==> src/rtl/tmds_pkg.sv <==
// Shared TMDS definitions: symbol/data widths, the four control tokens
// (common to the encoder and decoder) and the alignment FSM states.
package tmds_pkg;

    localparam int SYM_W  = 10;
    localparam int DATA_W = 8;

    localparam logic [SYM_W-1:0] TOK_CTRL0 = 10'h354;
    localparam logic [SYM_W-1:0] TOK_CTRL1 = 10'h0AB;
    localparam logic [SYM_W-1:0] TOK_CTRL2 = 10'h154;
    localparam logic [SYM_W-1:0] TOK_CTRL3 = 10'h2AB;

    typedef enum logic {
        ST_SEARCH = 1'b0,
        ST_LOCKED = 1'b1
    } align_state_t;

endpackage

==> src/rtl/tmds_sym_decode.sv <==
// Combinational TMDS symbol decoder: classifies a 10-bit symbol as a control
// token or undoes the XOR/XNOR transition coding and optional inversion.
module tmds_sym_decode
    import tmds_pkg::*;
(
    input  logic [SYM_W-1:0]  sym,
    output logic              is_ctrl,
    output logic [1:0]        ctrl,
    output logic [DATA_W-1:0] data
);

    logic [DATA_W-1:0] d;

    always_comb begin
        is_ctrl = 1'b1;
        ctrl    = 2'b00;
        data    = '0;
        case (sym)
            TOK_CTRL0: ctrl = 2'b00;
            TOK_CTRL1: ctrl = 2'b01;
            TOK_CTRL2: ctrl = 2'b10;
            TOK_CTRL3: ctrl = 2'b11;
            default:   is_ctrl = 1'b0;
        endcase

        // Bit 9 flags DC-balance inversion, bit 8 selects XOR (1) or XNOR (0).
        d       = sym[9] ? ~sym[7:0] : sym[7:0];
        data[0] = d[0];
        for (int i = 1; i < DATA_W; i++) begin
            data[i] = sym[8] ? (d[i] ^ d[i-1]) : ~(d[i] ^ d[i-1]);
        end
    end

endmodule

==> src/rtl/tmds_decoder.sv <==
// TMDS receive channel: bit-slip alignment on control-token runs plus symbol
// decode. Define TMDS_DECODER_ERRCNT_EN to count lock-loss events on err_count.
module tmds_decoder
    import tmds_pkg::*;
#(
    parameter int CTRL_RUN       = 8,
    parameter int SEARCH_TIMEOUT = 4096,
    parameter int LOSS_TIMEOUT   = 8192,
    parameter int TIMERW         = 16
) (
    input  logic              clk,
    input  logic              rst_n,
    input  logic [SYM_W-1:0]  sym_in,
    output logic              de,
    output logic [DATA_W-1:0] data,
    output logic [1:0]        ctrl,
    output logic              locked,
    output logic [3:0]        offset,
    output logic [15:0]       err_count
);

    localparam int                RUNW        = $clog2(CTRL_RUN + 1);
    localparam logic [RUNW-1:0]   RUN_MAX     = RUNW'(CTRL_RUN);
    localparam logic [TIMERW-1:0] SEARCH_LAST = TIMERW'(SEARCH_TIMEOUT - 1);
    localparam logic [TIMERW-1:0] LOSS_LAST   = TIMERW'(LOSS_TIMEOUT - 1);

    align_state_t        state_q, state_d;
    logic [SYM_W-1:0]    sym_prev, sym_a, win;
    logic [2*SYM_W-1:0]  pair;
    logic [4:0]          off_ext;
    logic [3:0]          offset_q, offset_d;
    logic [RUNW-1:0]     run_q, run_d;
    logic [TIMERW-1:0]   stimer_q, stimer_d, ltimer_q, ltimer_d;
    logic                de_q, de_d;
    logic [DATA_W-1:0]   data_q, data_d;
    logic [1:0]          ctrl_q, ctrl_d;
    logic                dec_is_ctrl;
    logic [1:0]          dec_ctrl;
    logic [DATA_W-1:0]   dec_data;

    // Bit 0 is earliest on the wire, so offset 0 is exactly the previous word.
    assign pair    = {sym_in, sym_prev};
    assign off_ext = {1'b0, offset_q};
    assign win     = pair[off_ext +: SYM_W];

    tmds_sym_decode u_sym_decode (
        .sym     (sym_a),
        .is_ctrl (dec_is_ctrl),
        .ctrl    (dec_ctrl),
        .data    (dec_data)
    );

    always_ff @(posedge clk) begin
        if (!rst_n) begin
            state_q  <= ST_SEARCH;
            sym_prev <= '0;
            sym_a    <= '0;
            offset_q <= '0;
            run_q    <= '0;
            stimer_q <= '0;
            ltimer_q <= '0;
            de_q     <= 1'b0;
            data_q   <= '0;
            ctrl_q   <= 2'b00;
        end else begin
            state_q  <= state_d;
            sym_prev <= sym_in;
            sym_a    <= win;
            offset_q <= offset_d;
            run_q    <= run_d;
            stimer_q <= stimer_d;
            ltimer_q <= ltimer_d;
            de_q     <= de_d;
            data_q   <= data_d;
            ctrl_q   <= ctrl_d;
        end
    end

    always_comb begin
        state_d  = state_q;
        offset_d = offset_q;
        run_d    = run_q;
        stimer_d = stimer_q;
        ltimer_d = ltimer_q;
        de_d     = 1'b0;
        data_d   = '0;
        ctrl_d   = ctrl_q;
        case (state_q)
            ST_SEARCH: begin
                ctrl_d = 2'b00;
                if (dec_is_ctrl) begin
                    run_d = (run_q == RUN_MAX) ? run_q : run_q + RUNW'(1);
                end else begin
                    run_d = '0;
                end
                // A completed run wins over a slip due on the same cycle.
                if (run_d == RUN_MAX) begin
                    state_d  = ST_LOCKED;
                    run_d    = '0;
                    stimer_d = '0;
                    ltimer_d = '0;
                end else if (stimer_q == SEARCH_LAST) begin
                    offset_d = (offset_q == 4'd9) ? 4'd0 : offset_q + 4'd1;
                    stimer_d = '0;
                    run_d    = '0;
                end else begin
                    stimer_d = stimer_q + TIMERW'(1);
                end
            end
            ST_LOCKED: begin
                if (dec_is_ctrl) begin
                    ltimer_d = '0;
                    ctrl_d   = dec_ctrl;
                end else if (ltimer_q == LOSS_LAST) begin
                    // Drop back to SEARCH at the same offset; outputs go idle now.
                    state_d  = ST_SEARCH;
                    ltimer_d = '0;
                    stimer_d = '0;
                    run_d    = '0;
                    ctrl_d   = 2'b00;
                end else begin
                    ltimer_d = ltimer_q + TIMERW'(1);
                    de_d     = 1'b1;
                    data_d   = dec_data;
                end
            end
            default: state_d = ST_SEARCH;
        endcase
    end

    assign de     = de_q;
    assign data   = data_q;
    assign ctrl   = ctrl_q;
    assign locked = (state_q == ST_LOCKED);
    assign offset = offset_q;

`ifdef TMDS_DECODER_ERRCNT_EN
    logic        loss_event;
    logic [15:0] err_q;

    assign loss_event = (state_q == ST_LOCKED) && (state_d == ST_SEARCH);

    always_ff @(posedge clk) begin
        if (!rst_n) begin
            err_q <= '0;
        end else if (loss_event && (err_q != 16'hFFFF)) begin
            err_q <= err_q + 16'd1;
        end
    end

    assign err_count = err_q;
`else
    assign err_count = '0;
`endif

endmodule

==> config.mk <==
export PLATFORM = sky130hd
export DESIGN_NAME = tmds_decoder
export DESIGN_NICKNAME = d
export VERILOG_FILES = /design/src/rtl/tmds_pkg.sv /design/src/rtl/tmds_sym_decode.sv /design/src/rtl/tmds_decoder.sv
export SDC_FILE = /design/constraint.sdc
export NUM_CORES = 1
export LEC_CHECK = 0
export CAP_MARGIN = 10
export CELL_PAD_IN_SITES_DETAIL_PLACEMENT = 2
export CELL_PAD_IN_SITES_GLOBAL_PLACEMENT = 2
export CORE_UTILIZATION = 32
export CTS_CLUSTER_SIZE = 8
export DETAILED_ROUTE_END_ITERATION = 12
export PLACE_DENSITY_LB_ADDON = 0.1
export RECOVER_POWER = 100
export SLEW_MARGIN = 20
export SYNTH_ARGS = -nofsm -noshare
export SYNTH_HDL_FRONTEND = slang
export SYNTH_SLANG_ARGS = --single-unit
==> constraint.sdc <==
create_clock -name clk -period 2.25 [get_ports clk]
set_input_delay 0.225 -clock clk [delete_from_list [all_inputs] [get_ports clk]]
set_output_delay 0.225 -clock clk [all_outputs]
set_load 0.01 [all_outputs]
==> flow_metrics.env <==
export IMPL_outcome="complete, no violations"
export IMPL_path_class="flop to flop"
export IMPL_grt_pass1_vias=3690
export IMPL_holdBufCountCts=0
export IMPL_grt_use_total_pct=18.5
export IMPL_endpoint="offset[3]"
export IMPL_grt_pass1_wl_mm=19.0
export IMPL_drt_initial_drc_count=106
export IMPL_instances_no_fill=660
export IMPL_clkPwrFrac_pct=51.9
export IMPL_clk_latency_ns=0.34
export IMPL_die_h_um=115
export IMPL_vias_per_cell=5.37
export IMPL_ys_seq_elements=72
export IMPL_p_switching_w=0.000701
export IMPL_crit_required_ns=2.46
export IMPL_power_frac_comb_pct=6.0
export IMPL_syn_inst=441
export IMPL_start_kind="flop"
export IMPL_synth_flop_cell="dfxtp_1"
export IMPL_crit_start="run_q[0]"
export IMPL_grt_overflow=0
export IMPL_dieArea_um2=13300
export IMPL_synth_edff_count=0
export IMPL_place_gp_congestion=0.760
export IMPL_start_util_pct=33.4
export IMPL_clock_sinks=72
export IMPL_drive_gt1_share_pct=18.6
export IMPL_setup_tns_ns=0
export IMPL_final_antenna_net_count=0
export IMPL_firstDrtPassIters=4
export IMPL_worst_ep_arrival_time_ns=2.41
export IMPL_nNetsFinal=507
export IMPL_vdd_drop_max_uv=349
export IMPL_drc_errors=0
export IMPL_syn_cell_area_um2=4100
export IMPL_rows=40
export IMPL_grt_max_degree=35
export IMPL_io_buffers=27
export IMPL_swShare_pct=22.5
export IMPL_grt_use_met3_pct=3.37
export IMPL_r2r_slack_ns=0.05
export IMPL_n_fill_cell=1335
export IMPL_slew_headroom_pct=59.1
export IMPL_fmax_mhz=454
export IMPL_layout_common_cells="dfxtp_1 (64), nand2_1 (32), buf_4 (25)"
export IMPL_dieWidth_um=115
export IMPL_synth_avg_cell_area_um2=9.30
export IMPL_pin_count=44
export IMPL_period_share_pct=97.8
export IMPL_cts_root_buffer_cell="clkbuf_16"
export IMPL_end_kind="flop"
export IMPL_fin_crit_ns=2.20
export IMPL_dp_cells=633
export IMPL_numCtsBuffers=9
export IMPL_area_growth_pct=24.1
export IMPL_ff_latch_area_um2=1450
export IMPL_cts_tree="done"
export IMPL_hp_class="flop to flop"
export IMPL_seqPwrFrac_pct=42.1
export IMPL_power_leakage_nw=1.95
export IMPL_finalMaxSlewViolations=0
export IMPL_antenna_found_initial=0
export IMPL_multiInputGateArea_um2=2460
export IMPL_hpwl_mm=7.94
export IMPL_final_common_cell="dfxtp_1"
export IMPL_maxCapViolCount=0
export IMPL_worstReg2RegStart="run_q[0]"
export IMPL_crit_fanout=12
export IMPL_crit_reg2reg_capture="offset[3]"
export IMPL_final_core_util_pct=41.5
export IMPL_grt_busiest_layer="met2"
export IMPL_met2_usage_pct=31.8
export IMPL_yosysUniqueCellTypes=64
export IMPL_hold_viol=0
export IMPL_path_clk_slew_ns=0.06
export IMPL_r2r_cells=8
export IMPL_intPower_w=0.00242
export IMPL_met1_usage_pct=23.1
export IMPL_wire_per_inst_um=18.5
export IMPL_worst_pin_slew_ns=0.612
export IMPL_clk_path_buf_depth=2
export IMPL_yosys_warnings=0
export IMPL_setup_violations=0
export IMPL_async_reset_ff_share_pct=0
export IMPL_power_density_nw_per_um2=613
export IMPL_fin_skew_ns=0.00759
export IMPL_drt_wl_total_mm=12.2
export IMPL_vias=3547
export IMPL_core_um2=12300
export IMPL_h_tree_depth=3
export IMPL_synth_seq_area_share_pct=35.1
layer usage:
layer	share of wire (%)	vias up	wire (um)
li1	-	1693	-
met1	48	1806	5860
met2	49	39	6010
met3	1.8	9	226
met4	0.99	0	121
met5	0	-	0
registers in the layout, indices dropped and copies added, names as in the netlist:
| register | flops |
|---|---|
| ltimer_q | 16 |
| stimer_q | 16 |
| sym_a | 10 |
| sym_prev | 10 |
| data | 8 |
| offset | 4 |
| run_q | 4 |
| ctrl | 2 |
| de | 1 |
| locked | 1 |
kinds of logic after synthesis:
family / Yosys count / share of synthesized area, %
simple gates: 160 / 22.1
compound gates: 84 / 15.4
flops: 72 / 35.1
buf+inv: 59 / 7.66
mux: 38 / 12.8
xor+xnor: 17 / 3.63
fa+ha+maj: 10 / 3.05
other cells: 1 / 0.0914
power groups by stage:
stage,clock [W],combinational [W],sequential [W]
final,0.00162,0.000187,0.00131
after global routing,0.00171,0.000206,0.00132
after CTS,0.00165,0.000185,0.00131
after detailed placement,0,0.000179,0.00134
after global placement,0,0.000176,0.00134
after floorplan,0,0.000139,0.00134
area by class of cell:
cell class	count	area share (%)
Antenna cell	2	0.0984
Multi-Input combinational cell	325	48.3
Clock inverter	4	1.50
Clock buffer	12	5.04
Sequential cell	72	28.5
Tap cell	168	4.13
Inverter	15	1.11
Timing Repair Buffer	62	11.3
critical path, cell delays in order (launching register included):
cell      delay [ns]
dfxtp_2         0.36
inv_1           0.07
ha_2            0.21
a211oi_2        0.23
o22ai_1         0.12
a2111o_1        0.37
buf_4           0.19
nand3_1         0.09
or3b_2          0.44
cells in the mapped netlist (4+ instances only):
| library cell | count | area [um^2] |
|---|---|---|
| nor3_1 | 9 | 45.0 |
| o31ai_1 | 9 | 67.6 |
| nand4_1 | 8 | 50.1 |
| inv_1 | 12 | 45.0 |
| a211o_1 | 6 | 52.6 |
| buf_4 | 16 | 120 |
| a21oi_1 | 13 | 65.1 |
| and3_1 | 13 | 81.3 |
| or4_1 | 9 | 67.6 |
| and4_1 | 7 | 61.3 |
| a22o_1 | 4 | 35.0 |
| mux4_2 | 11 | 248 |
| and2_1 | 16 | 100 |
| o21ai_0 | 8 | 40.0 |
| nand2_1 | 32 | 120 |
| xnor2_1 | 13 | 114 |
| nor2_1 | 21 | 78.8 |
| buf_2 | 8 | 40.0 |
| xor2_1 | 4 | 35.0 |
| or3_1 | 6 | 37.5 |
| clkbuf_1 | 14 | 52.6 |
| dfxtp_1 | 72 | 1440 |
| nand3_1 | 16 | 80.1 |
| ha_1 | 10 | 125 |
| mux2i_1 | 23 | 230 |
| a211oi_1 | 19 | 143 |
worst min path at each step:
stage                  from           end  slack (ns)  cells after the start
6_report        ltimer_q[9]   ltimer_q[9]        0.49                      1
5_1_grt         ltimer_q[9]   ltimer_q[9]        0.51                      1
4_1_cts         ltimer_q[9]   ltimer_q[9]        0.50                      1
3_5_place_dp    ltimer_q[9]   ltimer_q[9]        0.48                      1
3_3_place_gp   stimer_q[10]  stimer_q[10]        0.48                      2
2_1_floorplan     sym_in[0]   sym_prev[0]        0.35                      1
per-stage QoR:
step                      total power (W)  hold WS (ns)  setup WS, ns  instance area, um^2
after floorplan                   0.00148         0.347        0.0977                 4160
after global placement            0.00152         0.476        0.0628                 4610
after detailed placement          0.00152         0.483       -0.0157                 4610
after CTS                         0.00315         0.496       0.00266                 4950
after global routing              0.00323         0.513       -0.0280                 5080
final                             0.00312         0.491        0.0497                 5090
timing repair:
| action | in CTS | in global routing |
|---|---|---|
| buffers inserted | 0 | 8 |
| cloned | 0 | 1 |
| pin swaps | 0 | 5 |
| resized for setup | 2 | 25 |
| endpoints found under the setup margin | 1 | 20 |
(Power assumes the default switching activity.)
